--- src/rtl/array_pkg.sv ---
// Shared geometry, FSM state type and heap address helper for the array engines.
package array_pkg;

    localparam int unsigned MemoryElementWidth = 12;
    localparam int unsigned NArea              = 4;
    localparam int unsigned NArrays            = 2;
    localparam int unsigned IW  = (NArea > 1) ? $clog2(NArea) : 1;
    localparam int unsigned AW  = (NArrays > 1) ? $clog2(NArrays) : 1;
    localparam int unsigned HAW = (NArrays * NArea > 1) ? $clog2(NArrays * NArea) : 1;

    typedef enum logic [1:0] {
        IDLE,
        CHECK,
        SHIFT,
        FINISH
    } state_t;

    function automatic logic [HAW-1:0] arrayAddr(input logic [AW-1:0] array,
                                                 input logic [IW-1:0] index);
        return HAW'(NArea * 32'(array) + 32'(index));
    endfunction

endpackage

--- src/rtl/array_heap_store.sv ---
// Heap element and per-array size registers with external write/size ports,
// an engine port (move-down, clear, size decrement) and combinational reads.
module array_heap_store
    import array_pkg::*;
(
    input  logic                          clock,
    input  logic                          reset_n,
    input  logic                          wr_en,
    input  logic [AW-1:0]                 wr_array,
    input  logic [IW-1:0]                 wr_index,
    input  logic [MemoryElementWidth-1:0] wr_data,
    input  logic                          sz_en,
    input  logic [AW-1:0]                 sz_array,
    input  logic [MemoryElementWidth-1:0] sz_value,
    input  logic [AW-1:0]                 op_array,
    input  logic [IW-1:0]                 op_index,
    input  logic                          op_move,
    input  logic                          op_clear,
    input  logic [IW-1:0]                 op_top,
    input  logic                          op_dec,
    output logic [MemoryElementWidth-1:0] op_data,
    output logic [MemoryElementWidth-1:0] op_size,
    input  logic [AW-1:0]                 rd_array,
    input  logic [IW-1:0]                 rd_index,
    output logic [MemoryElementWidth-1:0] rd_data,
    output logic [MemoryElementWidth-1:0] rd_size
);

    localparam int unsigned W     = MemoryElementWidth;
    localparam int unsigned Depth = NArrays * NArea;

    logic [W-1:0]   heap  [Depth];
    logic [W-1:0]   sizes [NArrays];
    logic [HAW-1:0] op_addr;

    assign op_addr = arrayAddr(op_array, op_index);

    // External writes and engine updates never overlap: the engine gates them by busy.
    always_ff @(posedge clock or negedge reset_n) begin
        if (!reset_n) begin
            for (int i = 0; i < int'(Depth); i++) heap[HAW'(i)] <= '0;
            for (int a = 0; a < int'(NArrays); a++) sizes[AW'(a)] <= '0;
        end else begin
            if (wr_en) begin
                heap[arrayAddr(wr_array, wr_index)] <= wr_data;
                if (sizes[wr_array] < W'(wr_index) + W'(1))
                    sizes[wr_array] <= W'(wr_index) + W'(1);
            end
            if (sz_en)
                sizes[sz_array] <= (sz_value > W'(NArea)) ? W'(NArea) : sz_value;
            if (op_move)
                heap[op_addr] <= heap[op_addr + HAW'(1)];
            if (op_clear)
                heap[arrayAddr(op_array, op_top)] <= '0;
            if (op_dec && sizes[op_array] != '0)
                sizes[op_array] <= sizes[op_array] - W'(1);
        end
    end

    assign op_data = heap[op_addr];
    assign op_size = (32'(op_array) < NArrays) ? sizes[op_array] : '0;
    assign rd_data = (32'(rd_array) < NArrays) ? heap[arrayAddr(rd_array, rd_index)] : '0;
    assign rd_size = (32'(rd_array) < NArrays) ? sizes[rd_array] : '0;

endmodule

--- src/rtl/array_shift_down.sv ---
// Pop-at-index engine: removes heap[array][pos], shifts higher elements down one per clock.
// Define ARRAY_SHIFT_DOWN_CLEAR_EN to zero the vacated top slot on completion.
module array_shift_down
    import array_pkg::*;
(
    input  logic                          clock,
    input  logic                          reset_n,
    input  logic                          start,
    input  logic [AW-1:0]                 array,
    input  logic [IW-1:0]                 pos,
    output logic                          busy,
    output logic                          done,
    output logic                          error,
    output logic [MemoryElementWidth-1:0] removed,
    input  logic                          wr_en,
    input  logic [AW-1:0]                 wr_array,
    input  logic [IW-1:0]                 wr_index,
    input  logic [MemoryElementWidth-1:0] wr_data,
    input  logic                          sz_en,
    input  logic [AW-1:0]                 sz_array,
    input  logic [MemoryElementWidth-1:0] sz_value,
    input  logic [AW-1:0]                 rd_array,
    input  logic [IW-1:0]                 rd_index,
    output logic [MemoryElementWidth-1:0] rd_data,
    output logic [MemoryElementWidth-1:0] rd_size
);

    localparam int unsigned W = MemoryElementWidth;

    state_t        state, state_nx;
    logic [AW-1:0] op_array, op_array_nx;
    logic [IW:0]   idx, idx_nx, idx_p1, idx_p2;
    logic          busy_nx, done_nx, error_nx;
    logic [W-1:0]  removed_nx;
    logic          move_c, clear_c, finish_c, ext_wr_c, ext_sz_c;
    logic [W-1:0]  op_data, op_size;
    logic [IW-1:0] op_top;

    assign idx_p1   = idx + (IW+1)'(1);
    assign idx_p2   = idx + (IW+1)'(2);
    assign op_top   = IW'(op_size - W'(1));
    assign ext_wr_c = wr_en && !busy && !start;
    assign ext_sz_c = sz_en && !busy && !start && !wr_en;

`ifdef ARRAY_SHIFT_DOWN_CLEAR_EN
    assign clear_c = finish_c;
`else
    assign clear_c = 1'b0;
`endif

    always_ff @(posedge clock or negedge reset_n) begin
        if (!reset_n) begin
            state    <= IDLE;
            op_array <= '0;
            idx      <= '0;
            busy     <= 1'b0;
            done     <= 1'b0;
            error    <= 1'b0;
            removed  <= '0;
        end else begin
            state    <= state_nx;
            op_array <= op_array_nx;
            idx      <= idx_nx;
            busy     <= busy_nx;
            done     <= done_nx;
            error    <= error_nx;
            removed  <= removed_nx;
        end
    end

    // The last move, size decrement and top clear share one edge; FINISH is the
    // done cycle and behaves as idle, so a new start is accepted there.
    always_comb begin
        state_nx    = state;
        op_array_nx = op_array;
        idx_nx      = idx;
        busy_nx     = busy;
        done_nx     = 1'b0;
        error_nx    = 1'b0;
        removed_nx  = removed;
        move_c      = 1'b0;
        finish_c    = 1'b0;
        case (state)
            IDLE, FINISH: begin
                busy_nx  = 1'b0;
                state_nx = IDLE;
                if (start) begin
                    op_array_nx = array;
                    idx_nx      = {1'b0, pos};
                    busy_nx     = 1'b1;
                    state_nx    = CHECK;
                end
            end
            CHECK: begin
                if (32'(op_array) >= NArrays || W'(idx) >= op_size) begin
                    done_nx  = 1'b1;
                    error_nx = 1'b1;
                    busy_nx  = 1'b0;
                    state_nx = IDLE;
                end else begin
                    removed_nx = op_data;
                    if (W'(idx_p1) < op_size) state_nx = SHIFT;
                    else                      finish_c = 1'b1;
                end
            end
            SHIFT: begin
                move_c = 1'b1;
                idx_nx = idx_p1;
                if (W'(idx_p2) >= op_size) finish_c = 1'b1;
            end
            default: state_nx = IDLE;
        endcase
        if (finish_c) begin
            done_nx  = 1'b1;
            busy_nx  = 1'b0;
            state_nx = FINISH;
        end
    end

    array_heap_store u_store (
        .clock    (clock),
        .reset_n  (reset_n),
        .wr_en    (ext_wr_c),
        .wr_array (wr_array),
        .wr_index (wr_index),
        .wr_data  (wr_data),
        .sz_en    (ext_sz_c),
        .sz_array (sz_array),
        .sz_value (sz_value),
        .op_array (op_array),
        .op_index (idx[IW-1:0]),
        .op_move  (move_c),
        .op_clear (clear_c),
        .op_top   (op_top),
        .op_dec   (finish_c),
        .op_data  (op_data),
        .op_size  (op_size),
        .rd_array (rd_array),
        .rd_index (rd_index),
        .rd_data  (rd_data),
        .rd_size  (rd_size)
    );

endmodule
--- config.mk ---
export PLATFORM = sky130hd
export DESIGN_NAME = array_shift_down
export DESIGN_NICKNAME = d
export VERILOG_FILES = /design/src/rtl/array_pkg.sv /design/src/rtl/array_heap_store.sv /design/src/rtl/array_shift_down.sv
export SDC_FILE = /design/constraint.sdc
export NUM_CORES = 1
export LEC_CHECK = 0
export CORE_MARGIN = 10
export CORE_UTILIZATION = 35
export CTS_CLUSTER_DIAMETER = 50
export DETAILED_ROUTE_END_ITERATION = 12
export GPL_TIMING_DRIVEN = 0
export SLEW_MARGIN = 20
export SYNTH_ARGS = -nofsm -noshare
export SYNTH_HDL_FRONTEND = slang
export SYNTH_HIERARCHICAL = 1
export SYNTH_SLANG_ARGS = --single-unit
--- constraint.sdc ---
create_clock -name clock -period 10.5 [get_ports clock]
set_clock_uncertainty 0.15 [all_clocks]
set_input_delay 1.575 -clock clock [delete_from_list [all_inputs] [get_ports clock]]
set_output_delay 1.575 -clock clock [all_outputs]
set_load 0.1 [all_outputs]
# Word level (Yosys, flattened, before mapping)
# Index checks and enable logic that the tools add are counted.
[totals]
elab_cells = 141
ff_bits = 141
in_bits = 39
out_inout_bits = 39
[op_classes]
eq_ne = 6
reduce_logical = 24
n_bitwise = 9
addsub = 8
n_lt_le_gt_ge = 18
muxes = 59
[op_table]
columns = ["op", "n"]
rows = [
  ["$mux 12", 21],
  ["$bwmux 96", 2],
  ["$mux 96", 2],
  ["$bmux 12 s3", 3],
  ["$mux 24", 4],
  ["$bwmux 24", 3],
  ["$demux 12 s3", 2],
  ["$demux 12 s1", 3],
  ["$ge 3x12->1", 2],
  ["$ge 4x4->1 const B", 4],
  ["$not 3->4", 4],
  ["$gt 12x3->1 const B", 1],
  ["$lt 12x12->1", 1],
  ["$lt 3x12->1", 1],
  ["$reduce_bool 12->1", 1],
  ["$sub 12x1->12 const B", 1],
  ["$logic_and 1x1->1", 11],
  ["$mux 1", 11],
  ["$reduce_and 2->1", 5],
  ["$add 3x2->3", 3],
  ["$ge 2x2->1 const B", 4],
  ["$lt 4x1->1 const B", 2],
  ["$not 1->2", 4],
  ["$add 3x1->3 const B", 2],
  ["19 further kinds", 27],
]

# Depth between registers and ports, before layout
[logic_depth]
ltp_word = 12
depth_mapped = 19
depth_no_buf = 13

# By module
# Netlist, hierarchy kept.
[by_module_without_submodules]
columns = ["mod", "area_per_inst_um2", "cells_each", "instances", "seq_area_each_um2"]
rows = [
  ["array_heap_store", 9167.5, 799, 1, 3303.2],
  ["array_shift_down", 1260.0, 109, 1, 525.5],
]

# Least setup slack after synthesis
# No wires, ideal clock.
[synth_timing]
path_kind = "input -> output"
from = "input port rd_index[0]"
to = "output port rd_data[0]"
path_slack_ps = 5571
path_buffers = 2
path_stages = 4
t_required_ps = 8775
t_arrival_ps = 3204
path_cell_list = "clkbuf_1 -> buf_2 -> mux4_2 -> mux2_2"
[synth_via]
elab_chain_len = 5
[synth_lines]
columns = ["item", "line_no", "rtl"]
rows = [
  ["start: declaration", "array_shift_down.sv:23", "input logic [IW-1:0] rd_index,"],
  ["$add 3x2->3", "array_pkg.sv:20", "return HAW'(NArea * 32'(array) + 32'(index));"],
  ["$not 3->4 (not written as such)", "array_heap_store.sv:62", "assign rd_data = (32'(rd_array) < NArrays) ? heap[arrayAddr(rd_array, rd_index)] : '0;"],
  ["$bmux 12 s3", "array_heap_store.sv:62", ""],
  ["$mux 12 (not written as such) (2 in series)", "array_heap_store.sv:62", ""],
  ["end: declaration", "array_shift_down.sv:24", "output logic [MemoryElementWidth-1:0] rd_data,"],
]
# Every way passes these cells. The select of a mux whose other input is x is not followed.

# Worst setup path in the final report
[layout_timing]
from = "input port rd_index[0]"
to = "output port rd_data[8]"
# Same word-level chain as after synthesis.

==> reports/metrics.csv <==
metric,value,unit
dpl cell area,11570,um2
Worst EP arrival,4.46,ns
Relative slew margins,31.53,%
R2R setup slack,5.64,ns
type of origin of the critical path,input pin,
root buffer cell,clkbuf_16,
fin util,41.21,%
Starting Density,35.37,%
ANT cells,0,
critical path's largest stage delay,0.98,ns
Cells after DPL,1362,
Layout Cells excl Fill,1394,
postcts setup bufs,0,
cts-stage hold buffer count,0,
max-slew violations,0,
CP max-delay cell,clkdlybuf4s50_1,
I/O Buffers,62,
"commonest cells after routing, fill and taps aside","113 x nor2_1, 113 x mux2i_1, 96 x a211oi_1",
syn_area_per_cell,11.48,um2
DP HPWL,24680,um
GRT Util Overall,17.67,%
total CTS buffers,17,
CTS H-tree lvls,4,
Iter 0 DRT Violations,1023,
"Top FF cell, synth",dfrtp_1,
Mapped Cells,908,
crit path kind,in2out,
Leak,4.882,nW
Synth Cell Area,10430,um2
fmax,161.7,MHz
final instance area,12150,um2
status,finished clean,
Worst Path Required,8.78,ns
CTS tree,done,
setup_tns,0,ns
CP Capture Type,output port,
fraction of synthesized area in multiplexers,33.35,%
DR vias/cell,5.948,
"EDFF count, synth",60,
antenna violations before repair,0,
Synth Register Bits,141,
xor-xnor portion of the synthesized cell area,1.176,%
critical-path cell list,clkbuf_1 > buf_2 > mux4_2 > mux2_2 > clkdlybuf4s50_1,
core area,29480,um2
Post-Synth Simple-Gate Area,10.36,%
first-pass GRT wire length,50540,um
Total Wirelength,32830,um
Power Total,4.180,mW
max cap viols,0,
"Reg clk slew, reported paths",0.06,ns
IO Count,78,
beginning of the worst hold path,removed[2],
Hold Path End,removed[2],
RR Startpoint,op_array,
Yosys cell types,65,
fin crit period,6.184,ns
Vias,8292,
final worst slack,4.316,ns
largest net degree at the start of global routing,85,
pre-CTS WS,4.317,ns
hold path depth,1,
Peak VDD IR,128.2,uV
post-synthesis compound-gate area fraction,11.94,%
async set-reset flop share out of synthesis,57.45,%
die area,37100,um2
WP buf/inv,3,
Layout area overhead,16.52,%
# nets final,1047,
TritonCTS Sinks,141,
Register-to-Register Path Depth,17,
DR pass1 iterations,5,
worst slew pin tran,1.024,ns
wire per inst,23.55,um
Vert. Die Dim,192.6,um
cell family with most CP delay,buffers and inverters,
Worst R2R End,u_store/sizes[0],
gpl congestion,0.9283,
RSZ-0062 raised after global routing,false,
count of standard-cell rows,63,
final setup fails,0,
Hold WS,0.3640,ns
worst-skew pair later-pin latency,0.44,ns
Final Hold Fails,0,
crit path max fanout,10,
Pwr Density,344.0,nW/um2
Max Buffers Root-to-Sink,2,
Die X,192.6,um
Final Cycle Share,58.90,%
largest family of logic cells by synthesized area,multiplexers,
Ys Warns,6,
share of layout cells above drive strength 1,19.22,%
sequential fraction of the synthesis area,36.72,%
worst min path class,reg2reg,
vias in the first global route,8125,
grt ovf,0,
Remaining DRCs,0,
adder-cell share of the synthesized area,2.040,%
Antenna Violating Nets Remaining,0,
CTS resizes,0,
fillcell total,2813,
==> how the worst max path moves through the flow <==
stage | start | to | slack, ns | cells after the start
floorplan | rd_index[0] | rd_data[0] | 5.57 | 4
global placement | reset_n | removed[5] | 1.59 | 1
detailed placement | rd_index[0] | rd_data[8] | 4.32 | 5
CTS | rd_index[0] | rd_data[8] | 4.32 | 5
global route | rd_index[0] | rd_data[6] | 4.20 | 5
finish | rd_index[0] | rd_data[8] | 4.32 | 5
==> where the power goes <==
group	internal (mW)	total, mW	switching [mW]
clock	0.351	0.608	0.258
sequential	0.815	1.04	0.222
combinational	0.983	2.53	1.55
total	2.15	4.18	2.03
==> sequential cells by signal, summed over array words and instances, names as in the netlist <==
name / flops
busy: 1
done: 1
error: 1
idx: 3
op_array: 1
removed: 12
state: 2
u_store/heap: 96
u_store/sizes: 24
==> area by class of cell <==
class                      instances  area (um2)  area share, %
timing repair buffer              63       653.1          5.375
buffer                            77       352.8          2.904
clock inverter                    13       138.9          1.143
inverter                          28       105.1         0.8650
tap                              390       488.0          4.016
multi-input combinational        663        6151          50.62
sequential                       141        3829          31.51
clock buffer                      19       432.9          3.563
==> routing by layer <==
metal	vias to the layer above	wire length [um]	track usage, %
met5	-	0	0
met4	0	741	5.814
met2	364	14840	26.28
li1	3672	-	-
met1	4193	15050	25.18
met3	63	2208	3.397
==> cell usage after synthesis, types with 12 or more instances <==
master	number	area share (%)
clkbuf_1	47	1.7
nor2_1	113	4.1
mux2i_1	113	11
nand2_1	41	1.5
ha_1	17	2.0
mux4_2	72	16
a21oi_1	15	0.72
mux2_2	39	4.2
dfrtp_1	81	19
buf_2	20	0.96
a211oi_1	96	6.9
a22o_1	15	1.3
inv_1	27	0.97
mux2_1	12	1.3
edfxtp_1	60	17
==> cell families after synthesis <==
logic type / Yosys count
xor+xnor: 14
compound gates: 160
buf+inv: 105
mux: 246
flops: 141
other cells: 1
simple gates: 224
fa+ha+maj: 17
(Power assumes the default switching activity.)
